[src/rtl/riscv_pkg.sv]
// Base RISC-V architectural constants shared across the core.
package riscv_pkg;

    localparam int unsigned MXLEN = 64;

endpackage

[src/rtl/riscv_privileged_pkg.sv]
// Machine-mode trap types: sequencer states, interrupt cause codes and mtvec modes.
package riscv_privileged_pkg;

    typedef enum logic [1:0] {
        IDLE     = 2'd0,
        TRAP     = 2'd1,
        MRET     = 2'd2,
        REDIRECT = 2'd3
    } trap_state_t;

    localparam logic [3:0] IRQ_CODE_MSI = 4'd3;
    localparam logic [3:0] IRQ_CODE_MTI = 4'd7;
    localparam logic [3:0] IRQ_CODE_MEI = 4'd11;

    // Bit positions inside irq_i / mie_i.
    localparam int unsigned IRQ_BIT_MSI = 0;
    localparam int unsigned IRQ_BIT_MTI = 1;
    localparam int unsigned IRQ_BIT_MEI = 2;

    typedef enum logic [1:0] {
        MTVEC_DIRECT   = 2'd0,
        MTVEC_VECTORED = 2'd1,
        MTVEC_RSVD2    = 2'd2,
        MTVEC_RSVD3    = 2'd3
    } mtvec_mode_t;

endpackage

[src/rtl/interrupt_priority_encoder.sv]
// Picks the highest-priority enabled machine interrupt: MEI, then MSI, then MTI.
module interrupt_priority_encoder
    import riscv_privileged_pkg::*;
(
    input  logic [2:0] i_pending,
    output logic       o_taken,
    output logic [3:0] o_code
);

    always_comb begin
        o_taken = 1'b0;
        o_code  = '0;
        if (i_pending[IRQ_BIT_MEI]) begin
            o_taken = 1'b1;
            o_code  = IRQ_CODE_MEI;
        end else if (i_pending[IRQ_BIT_MSI]) begin
            o_taken = 1'b1;
            o_code  = IRQ_CODE_MSI;
        end else if (i_pending[IRQ_BIT_MTI]) begin
            o_taken = 1'b1;
            o_code  = IRQ_CODE_MTI;
        end
    end

endmodule

[src/rtl/trap_sequencer.sv]
// Machine-mode trap entry / MRET sequencer: latches the request, strobes the
// trap CSRs and mstatus for one cycle, then holds a fetch redirect until accepted.
module trap_sequencer
    import riscv_pkg::*;
    import riscv_privileged_pkg::*;
(
    input  logic             clock_i,
    input  logic             reset_ni,
    input  logic             exc_valid_i,
    input  logic [4:0]       exc_cause_i,
    input  logic [MXLEN-1:0] exc_tval_i,
    input  logic [MXLEN-1:0] pc_i,
    input  logic             mret_i,
    output logic             exc_ready_o,
    input  logic [2:0]       irq_i,
    input  logic [2:0]       mie_i,
    input  logic             mstatus_mie_i,
    input  logic             mstatus_mpie_i,
    input  logic [MXLEN-1:0] mtvec_i,
    input  logic [MXLEN-1:0] mepc_i,
    output logic             trap_we_o,
    output logic [MXLEN-1:0] mepc_o,
    output logic [MXLEN-1:0] mcause_o,
    output logic [MXLEN-1:0] mtval_o,
    output logic             mstatus_we_o,
    output logic             mstatus_mie_o,
    output logic             mstatus_mpie_o,
    output logic             redirect_valid_o,
    input  logic             redirect_ready_i,
    output logic [MXLEN-1:0] redirect_pc_o
);

    localparam logic [MXLEN-1:0] ALIGN_MASK = {{(MXLEN-2){1'b1}}, 2'b00};

    trap_state_t      r_state;
    trap_state_t      w_state_next;
    logic [MXLEN-1:0] r_pc;
    logic [MXLEN-1:0] r_cause;
    logic [MXLEN-1:0] r_tval;
    logic [MXLEN-1:0] r_redirect_pc;

    logic [2:0]       w_irq_pending;
    logic             w_irq_taken;
    logic [3:0]       w_irq_code;
    logic             w_idle;
    logic             w_accept_exc;
    logic             w_accept_mret;
    logic             w_accept_irq;
    mtvec_mode_t      w_mtvec_mode;
    logic [MXLEN-1:0] w_vector_off;
    logic [MXLEN-1:0] w_trap_target;
    logic [MXLEN-1:0] w_mret_target;

    assign w_irq_pending = irq_i & mie_i;

    interrupt_priority_encoder u_irq_enc (
        .i_pending (w_irq_pending),
        .o_taken   (w_irq_taken),
        .o_code    (w_irq_code)
    );

    // Fixed priority: exception beats MRET beats interrupt; losers are dropped.
    assign w_idle        = (r_state == IDLE);
    assign w_accept_exc  = w_idle && exc_valid_i;
    assign w_accept_mret = w_idle && !exc_valid_i && mret_i;
    assign w_accept_irq  = w_idle && !exc_valid_i && !mret_i && mstatus_mie_i && w_irq_taken;

    // Only interrupts are vectored; reserved modes fall back to direct.
    assign w_mtvec_mode  = mtvec_mode_t'(mtvec_i[1:0]);
    assign w_vector_off  = {{(MXLEN-6){1'b0}}, r_cause[3:0], 2'b00};
    assign w_trap_target = (mtvec_i & ALIGN_MASK)
                         + (((w_mtvec_mode == MTVEC_VECTORED) && r_cause[MXLEN-1]) ? w_vector_off : '0);
    assign w_mret_target = mepc_i & ALIGN_MASK;

    always_ff @(posedge clock_i or negedge reset_ni) begin
        if (!reset_ni) begin
            r_state <= IDLE;
        end else begin
            r_state <= w_state_next;
        end
    end

    always_comb begin
        w_state_next     = r_state;
        trap_we_o        = 1'b0;
        mstatus_we_o     = 1'b0;
        mstatus_mie_o    = 1'b0;
        mstatus_mpie_o   = 1'b0;
        redirect_valid_o = 1'b0;
        unique case (r_state)
            IDLE: begin
                if (w_accept_exc || w_accept_irq) begin
                    w_state_next = TRAP;
                end else if (w_accept_mret) begin
                    w_state_next = MRET;
                end
            end
            TRAP: begin
                trap_we_o      = 1'b1;
                mstatus_we_o   = 1'b1;
                mstatus_mie_o  = 1'b0;
                mstatus_mpie_o = mstatus_mie_i;
                w_state_next   = REDIRECT;
            end
            MRET: begin
                mstatus_we_o   = 1'b1;
                mstatus_mie_o  = mstatus_mpie_i;
                mstatus_mpie_o = 1'b1;
                w_state_next   = REDIRECT;
            end
            REDIRECT: begin
                redirect_valid_o = 1'b1;
                if (redirect_ready_i) begin
                    w_state_next = IDLE;
                end
            end
            default: w_state_next = IDLE;
        endcase
    end

    always_ff @(posedge clock_i or negedge reset_ni) begin
        if (!reset_ni) begin
            r_pc          <= '0;
            r_cause       <= '0;
            r_tval        <= '0;
            r_redirect_pc <= '0;
        end else begin
            if (w_accept_exc) begin
                r_pc    <= pc_i;
                r_cause <= {{(MXLEN-5){1'b0}}, exc_cause_i};
                r_tval  <= exc_tval_i;
            end else if (w_accept_irq) begin
                r_pc    <= pc_i;
                r_cause <= {1'b1, {(MXLEN-5){1'b0}}, w_irq_code};
                r_tval  <= '0;
            end
            // Target is captured once so it stays stable under redirect backpressure.
            if (r_state == TRAP) begin
                r_redirect_pc <= w_trap_target;
            end else if (r_state == MRET) begin
                r_redirect_pc <= w_mret_target;
            end
        end
    end

    assign exc_ready_o   = w_idle;
    assign mepc_o        = r_pc;
    assign mcause_o      = r_cause;
    assign mtval_o       = r_tval;
    assign redirect_pc_o = r_redirect_pc;

endmodule

[config.mk]
export PLATFORM = sky130hd
export DESIGN_NAME = trap_sequencer
export DESIGN_NICKNAME = d
export VERILOG_FILES = /design/src/rtl/riscv_pkg.sv /design/src/rtl/riscv_privileged_pkg.sv /design/src/rtl/interrupt_priority_encoder.sv /design/src/rtl/trap_sequencer.sv
export SDC_FILE = /design/constraint.sdc
export NUM_CORES = 1
export LEC_CHECK = 0
export CORE_AREA = 2 2 208 210
export DETAILED_ROUTE_END_ITERATION = 7
export DIE_AREA = 0 0 210 212
export PLACE_DENSITY = 0.52
export SETUP_SLACK_MARGIN = 0.4
export SKIP_CTS_REPAIR_TIMING = 1
export SLEW_MARGIN = 15
export SYNTH_ARGS = -nofsm -noshare
export SYNTH_HDL_FRONTEND = slang
export SYNTH_SLANG_ARGS = --single-unit
[constraint.sdc]
create_clock -name clock_i -period 5.2 [get_ports clock_i]
set_input_delay 1.56 -clock clock_i [delete_from_list [all_inputs] [get_ports clock_i]]
set_output_delay 1.56 -clock clock_i [all_outputs]
set_load 0.02 [all_outputs]
==> results.py <==
metrics = {
    "run_status": {
        "status": "complete, no violations",
    },
    "setup_path": {
        "required_ns": 3.64,
        "worstPathCellList": "clkdlybuf4s50_1 > a21oi_1 > nor2_1 > clkdlybuf4s50_1",
        "start_kind": "input pin",
        "cp_slowest_cell": "clkdlybuf4s50_1",
        "cp_common_cell": "clkdlybuf4s50_1",
        "cpPeakStageDelay_ns": 0.65,
        "path_max_fanout": 2,
        "worstSetupEndpointType": "output port",
        "worstPathArrival_ns": 2.88,
        "worstSetupPathType": "input pin to output port",
        "cp_top_family": "buffers and inverters",
        "critPathBufInv": 2,
        "r2r_setup_slack_ns": 2.19,
    },
    "synth": {
        "synth_seq_cells": 198,
        "synth_area_per_cell_um2": 9.96,
        "ys_types": 61,
        "syn_area_um2": 9920,
        "seq_area_frac_synth_pct": 49.9,
        "synth_top_area_share_pct": 49.9,
        "syn_inst": 996,
        "synth_area_leaders": "dfrtp_1 (50%), mux2_2 (7.3%), nand2_1 (6.2%), buf_4 (4.5%), nand3_1 (4.3%)",
        "synth_top_cell_by_area": "dfrtp_1",
        "synth.cells.most_frequent": "dfrtp_1 (198), nand2_1 (164), nand3_1 (86)",
        "yosysWarnings": 0,
        "synth_flop_cell": "dfrtp_1",
        "yosysMostFrequentCell": "dfrtp_1",
        "synth-async-reset-ratio_pct": 100,
        "synth_edf_count": 0,
    },
    "detailed_routing": {
        "vias": 8876,
        "drc": 0,
        "routed_wl_um": 38200,
        "wire_per_inst_um": 19.0,
        "ant_nets": 0,
        "viasPerCell": 4.42,
        "dr.pass1.iters": 4,
        "drtIter0Drc": 380,
    },
    "timing": {
        "slew_headroom_pct": 47.0,
        "fin_crit_sh_pct": 85.4,
        "finalSetupViolCount": 0,
        "drv_slew": 0,
        "period_minus_slack_ns": 4.44,
        "final-hold-violation-count": 0,
        "grt_setup_unrepaired": "no",
        "fin_skew_ns": 0.00973,
        "fmax_ghz": 0.225,
        "totalNegativeSetupSlack_ns": 0,
        "worstMarginPinSlew_ns": 0.795,
    },
    "final_layout": {
        "fillers": 4358,
        "fin_area_um2": 15600,
        "nets": 1731,
        "drive_gt1_share_pct": 9.51,
        "area_growth_pct": 57.7,
    },
    "place": {
        "portBuffers": 473,
        "dp_hpwl_um": 28800,
        "gp_congestion": 0.805,
        "placed_cell_area_um2": 15100,
    },
    "global_routing": {
        "grt_usage_pct": 17.1,
        "grt_max_degree": 83,
        "grt_pass1_vias": 9281,
        "antenna_found_initial": 2,
        "grt.overflow.total": 0,
        "grt_pass1_wl_um": 56800,
    },
    "power_and_ir_drop": {
        "pwr_density_cell_nw_per_um2": 591,
        "irDropWorstVdd_v": 0.000264,
        "power.leakage_nw": 6.50,
    },
    "hold_path": {
        "hp-class": "flop to flop",
    },
    "clocking": {
        "clockBufferDepth": 2,
        "cts_tree": "built",
        "htreeDepth": 4,
        "cts_sinks": 198,
        "cts_made_buffers": 17,
        "clk_pin_slew_ns": 0.08,
        "clock_latency_ns": 0.49,
        "clockRootBuffer": "clkbuf_16",
    },
    "die": {
        "fp-row-count": 76,
        "start_util_pct": 23.3,
        "die_w_um": 210,
        "coreArea_um2": 42500,
        "ioPinCount": 536,
        "die_area_um2": 44500,
        "fp.dieH_um": 212,
    },
    "job": {
        "cap_violations": 0,
    },
}
-- power by group --
part | switching [W] | total [W] | internal (W)
Clock | 0.000683 | 0.00137 | 0.000686
Combinational | 0.00279 | 0.00515 | 0.00235
Sequential | 0.000405 | 0.00272 | 0.00232
Total | 0.00388 | 0.00924 | 0.00536
-- sequential cells by signal (all words and copies together), names as in the netlist --
signal / cells
mepc_o: 64
r_state: 2
mtval_o: 64
mcause_o: 6
redirect_pc_o: 62
-- worst paths after layout --
check | from | endpoint | depth (start not counted)
worst max-delay path | mstatus_mie_i | mstatus_mpie_o | 4
worst min-delay path | redirect_pc_o[12] | redirect_pc_o[12] | 1
worst max register to register | mcause_o[63] | redirect_pc_o[40] | 11
worst min register to register | redirect_pc_o[12] | redirect_pc_o[12] | 1
max in group asynchronous | reset_ni | mepc_o[17] | 2
min in group asynchronous | reset_ni | mcause_o[0] | 1
-- worst reg2reg max path: stages (launching register included) --
cell,delay (ns)
dfrtp_1,0.40
and3b_1,0.29
and2_1,0.17
ha_1,0.20
fa_1,0.25
nand3_1,0.22
a21boi_2,0.36
nand4_2,0.11
buf_4,0.22
or4_1,0.41
a21oi_1,0.20
a221o_1,0.13
-- routing by layer --
layer	GRT usage (%)	vias to the layer above	wire length, um
met5	0	-	12
met1	21.1	4270	16400
met2	27.7	287	18300
met3	5.18	52	2410
li1	-	4265	-
met4	7.43	2	1110
-- stage by stage --
| stage | hold WS, ns | utilization, % | setup slack (ns) | total power [W] | cells |
|---|---|---|---|---|---|
| 2_1_floorplan | 0.499 | - | 1.63 | 0.00542 | 1055 |
| 3_3_place_gp | 0.463 | 35.4 | 0.610 | 0.00791 | 1974 |
| 3_5_place_dp | 0.472 | 35.4 | 0.607 | 0.00799 | 1975 |
| 4_1_cts | 0.490 | 36.8 | 0.717 | 0.00942 | 2007 |
| 5_1_grt | 0.502 | 36.8 | 0.703 | 0.00988 | 2008 |
| 6_report | 0.485 | 36.8 | 0.758 | 0.00924 | 2008 |
-- layout make-up --
type                       count  area [um2]  share of cell area [%]
sequential                   198        4950                    31.7
antenna                        1        2.50                  0.0160
multi-input combinational    726        4460                    28.5
tap                          546         683                    4.37
clock buffer                  18         439                    2.81
inverter                      15        56.3                   0.360
timing repair buffer         490        4900                    31.3
clock inverter                14         144                   0.920
-- cells in the final DEF, fill, tap and decap left out, types with 3 or more instances in the layout --
cell type        instances
clkinv_2                 3
a21o_1                  10
o21ai_1                  6
clkinv_4                 4
ha_1                     7
a221o_1                  6
conb_1                  60
nor4_2                   6
nor3_1                  13
o21ai_0                 48
xnor2_1                 36
a21oi_1                 26
nand3_1                 86
xor2_1                  15
nand4_1                 19
clkdlybuf4s50_1        472
buf_4                   14
a31oi_1                  7
and4_1                   6
inv_1                   14
nand2_1                162
dfrtp_1                198
and2_1                  10
nor2_1                  35
and3_1                   9
or3_1                    3
a22oi_1                 37
clkbuf_16               17
buf_12                   3
nor4_1                   7
o31ai_1                  4
mux2_2                  64
-- cell families (layout without fill, tap and decap cells) --
group                    Yosys count  after routing  synth area share, %
AND/OR/NAND/NOR                  383            383                 19.3
adder cells (fa/ha/maj)            9              9                 1.21
AO/OA/AOI/OAI                    157            157                 10.0
other                              1             61               0.0378
XOR/XNOR                          51             51                 4.50
multiplexers                      66             66                 7.47
flip-flops                       198            198                 49.9
buffers and inverters            131            537                 7.49
No activity file was read; power rests on OpenSTA's default activity.
==> variant 1: new RTL, same settings <==
Set the package constant `MXLEN` to 32 (it was 64).
--- a/src/rtl/riscv_pkg.sv
+++ b/src/rtl/riscv_pkg.sv
@@ -3,3 +3,3 @@
 
-    localparam int unsigned MXLEN = 64;
+    localparam int unsigned MXLEN = 32;
 
Ports: changed (8 resized); port bits go from 536 to 280. The function was not compared with the original's and may differ.
==> variant 1 against the unedited design <==
Clock skew is 0.0073 ns higher; power is 47% lower; synthesized area is 49% lower; sequential cell count is 96 lower; worst hold slack hardly changed; setup slack better by 0.0087 ns; routed wire length is 47% lower; register-to-register slack better by 0.22 ns; sequential power is 48% lower; synthesized cell count is 54% lower; critical path depth stayed put; design area is 46% lower; combinational power is 47% lower; critical path type unchanged.
==> variant 1: results (changes against the unedited design) <==
max_slew headroom=0.567 (+0.0971); Buffers, non-clock=260 (-47%); register area=0.00255 mm^2 (-48%); clock-net power=0.000758 W (-45%); total global-route track usage=0.0910 (-0.0799); count of multi-input gates=321 (-56%); Sw Share=0.407 (-0.0134); first-pass GRT wire length=29.4 mm (-48%); NonClk Buf Share=0.306 (-0.00732); fraction of area in multi-input gates=0.271 (-0.0146); CLK BUF=12 (-6); met1 GRT Util=0.106 (-0.105); status=complete, no violations; routed wire length per instance=16.1 um (-15%); Cells after DPL=1235 (-37%); share of cells above drive strength 1=0.0879 (-0.00720); routed via count=4460 (-50%); nets@finish=855 (-51%); met2 Use GR=0.149 (-0.128); clk tree area frac=0.0372 (-0.0000802); Fillers=4648 (+6.7%); Clock Skews=0.0171 ns (+0.00733 ns); Metal-1 WL=8.61 mm (-47%); Non-Filler Instances=1252 (-38%); maximum vdd drop=276 uV (+4.6%); clk sinks=102 (-48%); sequential fraction of total cell area=0.302 (-0.0145); Compound-Gate Fraction of Synth Area=0.158 (+0.0579); total design power=0.00490 W (-47%); met2 routed WL=9.25 mm (-50%); Seq/Total Area, Yosys=0.503 (+0.00365); worst skew pair latency=0.37 ns (-0.12 ns); initial detailed-routing violation count=153 (-60%); placed instance area=0.00813 mm^2 (-46%); final RePlAce weighted congestion=0.764 (-5.2%); CTS H-tree depth=3 (-1)
-- variant 1: cell count changes after synthesis, sizes merged, moves of 24 or more --
cell / unedited run / this run
a22o: 1 / 35
buf: 71 / 42
clkbuf: 45 / 12
dfrtp: 198 / 102
mux2: 64 / 34
nand2: 164 / 16
nand3: 87 / 14
o21ai: 54 / 21
xnor2: 36 / 12
-- variant 1: worst paths after layout --
path / slack, ns / endpoint / startpoint / cells past startpoint
worst max-delay path: 0.77 / mstatus_mpie_o / mstatus_mie_i / 4
worst min-delay path: 0.48 / redirect_pc_o[16] / redirect_pc_o[16] / 1
worst max register to register: 2.41 / redirect_pc_o[14] / mcause_o[31] / 9
worst min register to register: 0.48 / redirect_pc_o[16] / redirect_pc_o[16] / 1
max in group asynchronous: 3.06 / mtval_o[29] / reset_ni / 2
min in group asynchronous: 1.21 / mepc_o[25] / reset_ni / 1
==> variant 2: new RTL, same settings <==
Without the edit above. Register the input `irq_i` before use, without a reset. The logic sees it one clock later. The other inputs are not delayed to match.
--- a/src/rtl/trap_sequencer.sv
+++ b/src/rtl/trap_sequencer.sv
@@ -34,2 +34,8 @@
 
+    logic [2:0] irq_q;
+
+    always_ff @(posedge clock_i) begin
+        irq_q <= irq_i;
+    end
+
     trap_state_t      r_state;
@@ -53,3 +59,3 @@
 
-    assign w_irq_pending = irq_i & mie_i;
+    assign w_irq_pending = irq_q & mie_i;
 
Behaviour: not the same (a bounded check fails within 4 cycles, from zero or initial values and one cycle with reset_ni low).
==> variant 2 against the unedited design <==
Power grew 3.1%; combinational power is 0.8% lower; design area increased by 1.4%; count of clock-buffer cells in the layout increased by 22; routed wire length is 0.59% higher; sequential cell count up 3; largest power group unchanged; setup slack improved by 0.018 ns; synthesized area about the same; utilization rose by 0.51 points; first-iteration DRC count shrank 13%; maximum frequency grew 0.41%; global-route usage down 0.40 points.
==> variant 2: results (changes against the unedited design) <==
share of cells above drive strength 1=0.0954 (+0.000259); Distinct cells, synth=54 (-11%); count of multi-input gates=728 (+0.28%); diode count=2 (+1); Worst EP arrival=2.86 ns (-0.02 ns); HPWL after DPL=29.0 mm (+0.81%); max_slew headroom=0.419 (-0.0503); routed wire length per instance=19.0 um (-0.31%); R2R setup slack=2.26 ns (+0.07 ns); Clock Skews=0.00962 ns (-0.000114 ns); Pleak=6.41 nW (-1.3%); largest net degree at the start of global routing=103 (+24%); initial detailed-routing violation count=331 (-13%); worst skew pair latency=0.54 ns (+0.05 ns); nets@finish=1744 (+0.75%); NonClk Buf Share=0.311 (-0.00280); Fillers=4370 (+0.28%); hold slack=0.475 ns (-0.0101 ns); Buffers, non-clock=492 (+0.41%); Final WS setup=0.776 ns (+0.0183 ns); CTS Buf Count=25 (+8); CTS Buffer Depth=3 (+1); total global-route track usage=0.167 (-0.00399); Seq/Total Area, Yosys=0.506 (+0.00644); clk tree area frac=0.0486 (+0.0113); status=complete, no violations; vias in the first global route=9392 (+1.2%); register area=0.00501 mm^2 (+1.2%); maximum vdd drop=279 uV (+5.8%); CLK BUF=40 (+22); Pre-antenna DRT Iters=5 (+1); Async SR Flop Fraction=0.985 (-0.0149); synth top area cells=dfrtp_1 (50%), mux2_2 (7.3%), o21ai_0 (6.2%); syn avg cell area=9.94 um^2 (-0.18%); final RePlAce weighted congestion=0.829 (+3.0%); CTS clk-pin slew, worst paths=0.06 ns (-0.02 ns); number of antenna violations at the first check in global routing=4 (+2); routed via count=9105 (+2.6%); first-pass GRT wire length=57.2 mm (+0.75%); sequential fraction of total cell area=0.316 (-0.000561); CTS H-tree depth=1 (-3); area of the multi-input gates=0.00441 mm^2 (-1.1%); commonest cells in the netlist=dfrtp_1 (198), nand2_1 (157), o21ai_0 (122); inverter count=13 (-2); DP Worst Slack=0.592 ns (-0.0144 ns)
-- variant 2: changes by cell type in the layout (fill, tap and decap cells not counted), sizes merged, moves of 5 or more --
cell / delta
a21o: +7
clkbuf: +21
clkinv: -5
inv: -5
nand2: -7
nand3: -61
nand4: +9
nor4: -5
o21ai: +72
xnor2: -8
xor2: +6
-- variant 2: power by group --
group | leakage [nW] | switching [W] | total [W] | internal (W)
registers | 2.43 | 0.000410 | 0.00276 | 0.00235
clock network | 0.378 | 0.000697 | 0.00166 | 0.000964
logic | 3.60 | 0.00275 | 0.00511 | 0.00235
-- variant 2: path summary, 6_finish.rpt --
path / from / to / depth (start not counted)
setup reg to reg: mcause_o[63] / redirect_pc_o[32] / 10
hold / removal: redirect_pc_o[22] / redirect_pc_o[22] / 1
hold reg to reg: redirect_pc_o[22] / redirect_pc_o[22] / 1
max in group asynchronous: reset_ni / redirect_pc_o[59] / 2
min in group asynchronous: reset_ni / mtval_o[22] / 1
setup / recovery: mstatus_mie_i / mstatus_mpie_o / 4
-- variant 2: layer usage --
metal / track usage / share of wire / up-vias
li1: - / - / 4310
met1: 0.202 / 0.41 / 4374
met2: 0.287 / 0.49 / 373
met3: 0.0539 / 0.087 / 44
met4: 0.0423 / 0.018 / 4
met5: 0 / 0.00081 / -
-- variant 2: kinds of logic after synthesis --
group,share of synthesized area
other,0.000378
flip-flops,0.506
XOR/XNOR,0.0433
AO/OA/AOI/OAI,0.134
multiplexers,0.0767
adder cells (fa/ha/maj),0.0121
AND/OR/NAND/NOR,0.154
buffers and inverters,0.0732
-- variant 2: critical path, stage by stage --
cell and delay [ns]:
clkdlybuf4s50_1 0.51, a21oi_1 0.08, nor2_1 0.08, clkdlybuf4s50_1 0.63
